**config.mk**
```make
export PLATFORM = sky130hd
export DESIGN_NAME = frame_sequencer
export DESIGN_NICKNAME = d
export VERILOG_FILES = /design/src/rtl/frame_sequencer_pkg.sv /design/src/rtl/frame_sequencer_jump_buffer.sv /design/src/rtl/frame_sequencer.sv
export SDC_FILE = /design/constraint.sdc
export NUM_CORES = 1
export LEC_CHECK = 0
export BUFFER_PORTS_ARGS = -buffer_cell sky130_fd_sc_hd__buf_2
export CAP_MARGIN = 20
export CORE_ASPECT_RATIO = 0.9
export CORE_MARGIN = 2
export CORE_UTILIZATION = 35
export DETAILED_ROUTE_END_ITERATION = 8
export PLACE_DENSITY = 0.59
export RECOVER_POWER = 50
export SETUP_SLACK_MARGIN = 0.5
export SYNTH_ARGS = -nofsm -noshare
export SYNTH_HDL_FRONTEND = slang
export SYNTH_SLANG_ARGS = --single-unit
export TNS_END_PERCENT = 100
```
**constraint.sdc**
```tcl
create_clock -name sim_clk -period 1.8 [get_ports sim_clk]
set_input_delay 0.09 -clock sim_clk [delete_from_list [all_inputs] [get_ports sim_clk]]
set_output_delay 0.09 -clock sim_clk [all_outputs]
set_load 0.03 [all_outputs]
```
**src/rtl/frame_sequencer_pkg.sv**
```systemverilog
// Shared definitions for the per-frame player sequencer: state encoding,
// collision flag bit positions and default parameter values.
package frame_sequencer_pkg;

    // Encoding chosen so col_req and step_en are each a single state bit.
    typedef enum logic [1:0] {
        ST_IDLE  = 2'b00,
        ST_QUERY = 2'b01,
        ST_STEP  = 2'b10
    } state_e;

    localparam int COL_LEFT  = 0;
    localparam int COL_BOT   = 1;
    localparam int COL_RIGHT = 2;
    localparam int COL_TOP   = 3;
    localparam int COL_W     = 4;

    localparam int DEF_COL_TIMEOUT     = 64;
    localparam int DEF_JUMP_BUF_FRAMES = 4;

    localparam int WAIT_W  = 8;
    localparam int FRAME_W = 16;
    localparam int JBUF_W  = 4;

endpackage

```
**src/rtl/frame_sequencer_jump_buffer.sv**
```systemverilog
// Jump press buffer: a rising edge of the button arms a counter that keeps
// the jump pending for a number of player steps.
module jump_buffer
    import frame_sequencer_pkg::*;
#(
    parameter int JUMP_BUF_FRAMES = DEF_JUMP_BUF_FRAMES
) (
    input  logic clk,
    input  logic rst,
    input  logic btn,
    input  logic step,
    output logic pending
);

    logic              btn_prev_q, btn_prev_d;
    logic [JBUF_W-1:0] count_q, count_d;
    logic              rise;

    always_comb begin
        rise       = btn & ~btn_prev_q;
        btn_prev_d = btn;
        count_d    = count_q;
        // A fresh press overrides the decrement of a coincident step.
        if (rise) begin
            count_d = JBUF_W'(JUMP_BUF_FRAMES);
        end else if (step && (count_q != '0)) begin
            count_d = count_q - JBUF_W'(1);
        end
    end

    always_ff @(posedge clk or posedge rst) begin
        if (rst) begin
            btn_prev_q <= 1'b0;
            count_q    <= '0;
        end else begin
            btn_prev_q <= btn_prev_d;
            count_q    <= count_d;
        end
    end

    assign pending = (count_q != '0);

endmodule

```
**src/rtl/frame_sequencer.sv**
```systemverilog
// Per-frame controller: collision lookup handshake, one-cycle player update
// strobe, frame counter and sticky overrun / lookup-timeout flags.
module frame_sequencer
    import frame_sequencer_pkg::*;
#(
    parameter int COL_TIMEOUT     = DEF_COL_TIMEOUT,
    parameter int JUMP_BUF_FRAMES = DEF_JUMP_BUF_FRAMES
) (
    input  logic               sim_clk,
    input  logic               reset,
    input  logic               frame_start,
    input  logic               pause,
    input  logic               btn_jump,
    output logic               col_req,
    input  logic               col_ack,
    input  logic [COL_W-1:0]   col_result,
    output logic               step_en,
    output logic               jump_r,
    output logic [COL_W-1:0]   player_col,
    output logic [FRAME_W-1:0] frame_count,
    output logic               overrun,
    output logic               col_timeout,
    output logic               busy
);

    localparam logic [WAIT_W-1:0] WAIT_LAST = WAIT_W'(COL_TIMEOUT - 1);

    state_e             state_q, state_d;
    logic [WAIT_W-1:0]  wait_q, wait_d;
    logic [COL_W-1:0]   player_col_q, player_col_d;
    logic [FRAME_W-1:0] frame_count_q, frame_count_d;
    logic               overrun_q, overrun_d;
    logic               col_timeout_q, col_timeout_d;
    logic               jump_pending;

    always_ff @(posedge sim_clk or posedge reset) begin
        if (reset) begin
            state_q       <= ST_IDLE;
            wait_q        <= '0;
            player_col_q  <= '0;
            frame_count_q <= '0;
            overrun_q     <= 1'b0;
            col_timeout_q <= 1'b0;
        end else begin
            state_q       <= state_d;
            wait_q        <= wait_d;
            player_col_q  <= player_col_d;
            frame_count_q <= frame_count_d;
            overrun_q     <= overrun_d;
            col_timeout_q <= col_timeout_d;
        end
    end

    always_comb begin
        state_d       = state_q;
        wait_d        = wait_q;
        player_col_d  = player_col_q;
        frame_count_d = frame_count_q;
        overrun_d     = overrun_q;
        col_timeout_d = col_timeout_q;

        // A frame arriving while busy is dropped, only flagged.
        if (frame_start && (state_q != ST_IDLE)) begin
            overrun_d = 1'b1;
        end

        case (state_q)
            ST_IDLE: begin
                wait_d = '0;
                if (frame_start && !pause) begin
                    state_d = ST_QUERY;
                end
            end
            ST_QUERY: begin
                // Ack is checked first so it wins over a coincident timeout.
                if (col_ack) begin
                    player_col_d  = col_result;
                    frame_count_d = frame_count_q + FRAME_W'(1);
                    wait_d        = '0;
                    state_d       = ST_STEP;
                end else if (wait_q == WAIT_LAST) begin
                    player_col_d  = '0;
                    col_timeout_d = 1'b1;
                    frame_count_d = frame_count_q + FRAME_W'(1);
                    wait_d        = '0;
                    state_d       = ST_STEP;
                end else begin
                    wait_d = wait_q + WAIT_W'(1);
                end
            end
            ST_STEP: begin
                state_d = ST_IDLE;
            end
            default: begin
                state_d = ST_IDLE;
            end
        endcase
    end

    always_comb begin
        col_req     = (state_q == ST_QUERY);
        step_en     = (state_q == ST_STEP);
        busy        = (state_q != ST_IDLE);
        jump_r      = step_en & jump_pending;
        player_col  = player_col_q;
        frame_count = frame_count_q;
        overrun     = overrun_q;
        col_timeout = col_timeout_q;
    end

    jump_buffer #(
        .JUMP_BUF_FRAMES(JUMP_BUF_FRAMES)
    ) u_jump_buffer (
        .clk    (sim_clk),
        .rst    (reset),
        .btn    (btn_jump),
        .step   (step_en),
        .pending(jump_pending)
    );

endmodule
```
==> impl_metrics.env <==
export IMPL_status="finished, final reports clean"
export IMPL_die_y_um=71.3
export IMPL_antenna_found_initial=0
export IMPL_leakagePower_nw=1.23
export IMPL_yosysSeqAreaShare=0.526
export IMPL_fin_crit_ns=1.68
export IMPL_first_iter_violations=45
export IMPL_track_usage=0.160
export IMPL_synth_top_area_cell="dfrtp_1"
export IMPL_cts_sinks=37
export IMPL_setup_violations=0
export IMPL_regArea_um2=931
export IMPL_via_per_inst=4.98
export IMPL_clockBufferDepth=2
export IMPL_die_x_um=78.8
export IMPL_via_count=1480
export IMPL_dr_pass1_iters=4
export IMPL_cpPeakStageDelay_ns=0.41
export IMPL_rsz0062_at_grt="yes"
export IMPL_hp_class="in2reg"
export IMPL_cts_tree="yes"
export IMPL_fmax_mhz=596
export IMPL_wl_um=4380
export IMPL_drc=0
export IMPL_grt_max_degree=38
export IMPL_crit_type="reg2reg"
export IMPL_ys_flop_type="dfrtp_1"
export IMPL_worst_setup_path_end_kind="flop"
export IMPL_drv_cap=0
export IMPL_timing_setup_tns_ns=0
export IMPL_postRouteAntennaNets=0
export IMPL_wl_per_cell_um=14.8
export IMPL_syn_inst=158
export IMPL_multi_input_area_um2=1060
export IMPL_start_util=0.364
export IMPL_maxSlewHeadroom=0.377
export IMPL_yosysTopAreaCellShare=0.526
export IMPL_clkLatencyLatePin_ns=0.30
export IMPL_slew_violations=0
export IMPL_dp_cells=258
export IMPL_ys_types=42
export IMPL_synth_async_reset_ratio=1.00
export IMPL_worstPathRequired_ns=1.99
export IMPL_worst_slew_pin_slew_ns=0.934
export IMPL_critical_path_top_delay_family="flip-flops"
export IMPL_diodes=0
export IMPL_cp_num_buf_inv=1
export IMPL_avgSynthCellArea_um2=11.1
export IMPL_clk_pin_slew_ns=0.08
export IMPL_synth_edff_count=0
export IMPL_worst_path_max_fanout=4
export IMPL_synthMostInstantiatedCell="dfrtp_1"
export IMPL_grt_pass1_vias=1425
export IMPL_drive_above_1_share=0.491
export IMPL_netlist_area_um2=1760
export IMPL_pwr_density_cell_nw_per_um2=1010
export IMPL_ios=36
export IMPL_crit_chain="ha_2 -> and3_4 -> a41oi_4 -> nand2b_4 -> inv_4 -> mux2_4"
export IMPL_ys_seq_elements=37
export IMPL_finalClockSkew_ns=0.0113
export IMPL_htree_levels=2
export IMPL_synth_common_cells="dfrtp_1 (37), xor2_1 (15), nand2_1 (12), nor2_1 (12), nor3_1 (8)"
export IMPL_hold_viol_final=0
export IMPL_holdWs_ns=0.0432
export IMPL_cts_buffers=5
export IMPL_grt_pass1_wl_um=6960
export IMPL_coreArea_um2=4830
export IMPL_yosys_warnings=0
export IMPL_hpwl_um=2490
export IMPL_synth_area_leaders="dfrtp_1 (53%), xor2_1 (7.5%), nand2_1 (2.6%)"
export IMPL_io_buffer_count=35
export IMPL_ir_drop_v=0.000764
export IMPL_crit_slowest_cell="dfrtp_1"
export IMPL_fin_crit_sh=0.932
export IMPL_overflow=0
export IMPL_clockRootBuffer="clkbuf_8"
export IMPL_die_area_um2=5610
export IMPL_start_kind="flop"
export IMPL_syn_nets=171
export IMPL_nNetsFinal=244
export IMPL_syn2layout_area_growth_pct=56.1
export IMPL_cp_arrival_ns=1.87
export IMPL_num_fill_cells=415
export IMPL_layout_cells_non_filler=297
export IMPL_num_rows=24
export IMPL_place_gp_congestion=0.726
-- layout by cell type, fill, tap and decap left out, types with 2 or more instances in the layout --
cell / instances
nor3_2: 2
a21o_1: 2
nand2b_1: 2
buf_2: 21
xnor2_2: 2
buf_12: 2
nand4_1: 3
o21ai_0: 3
clkinv_4: 2
xor2_1: 15
a32o_1: 4
nor3_4: 4
nand2_1: 11
nor3b_1: 2
nor4_4: 6
dfrtp_2: 4
nor3_1: 2
clkbuf_8: 5
buf_4: 20
clkbuf_1: 11
xnor2_1: 3
nand2b_4: 2
dfrtp_1: 33
nor2_2: 3
dlygate4sd3_1: 3
nor2_1: 9
buf_6: 12
inv_2: 3
nand3_1: 4
-- routing by layer --
| layer | vias to the layer above | GRT usage | part of all wire |
|---|---|---|---|
| met4 | 0 | 0.0604 | 0.019 |
| met1 | 734 | 0.216 | 0.46 |
| li1 | 705 | - | - |
| met3 | 9 | 0.0403 | 0.037 |
| met2 | 32 | 0.251 | 0.49 |
| met5 | - | 0 | 0 |
-- through the flow --
step                      setup WS (ns)   util  total power [W]  cell area [µm²]
final                             0.123  0.569          0.00277             2750
after detailed placement         0.0577  0.437          0.00180             2110
after global placement            0.105  0.437          0.00180             2110
after CTS                         0.167  0.533          0.00270             2580
after floorplan                   0.110      -          0.00158             1850
after global routing             0.0843  0.569          0.00291             2750
-- state kept, by name (all words and copies together), names as in the netlist --
register,count
state_q,2
u_jump_buffer.count_q,4
wait_q,8
col_timeout,1
frame_count,16
player_col,4
u_jump_buffer.btn_prev_q,1
overrun,1
-- report_power, final --
part,internal [W],switching (W)
clock,0.000415,0.000327
combinational,0.000400,0.000560
sequential,0.000954,0.000114
total,0.00177,0.00100
-- layout make-up --
type                    instances  share of cell area
inverters                       6              0.0109
well taps                      65              0.0296
flip-flops and latches         37               0.339
clock buffers                   5              0.0250
multi-input cells             110               0.386
clock inverters                 3              0.0168
repair buffers                 71               0.193
-- timing repair --
item,in CTS,in global routing
endpoints found under the setup margin,33,36
hold buffers,3,0
resized for setup,32,29
setup buffers,15,12
cloned,1,0
pin swaps,17,14
endpoints found under the hold margin,39,0
-- final timing paths --
kind / start / endpoint / slack [ns] / cells after the start
setup / recovery: wait_q[1] / frame_count[1] / 0.12 / 6
hold / removal: col_result[3] / player_col[3] / 0.04 / 2
setup reg to reg: wait_q[1] / frame_count[1] / 0.12 / 6
hold reg to reg: overrun / overrun / 0.46 / 1
max in group asynchronous: reset / frame_count[3] / 0.54 / 4
min in group asynchronous: reset / wait_q[7] / 0.61 / 4
-- kinds of logic after synthesis --
group | after synthesis | synth area share
AND/OR/NAND/NOR | 65 | 0.211
flip-flops | 37 | 0.526
AO/OA/AOI/OAI | 21 | 0.0995
XOR/XNOR | 20 | 0.0995
buffers and inverters | 11 | 0.0341
adder cells (fa/ha/maj) | 3 | 0.0213
multiplexers | 1 | 0.00853
Note: power is estimated with default switching activity, not from simulation.
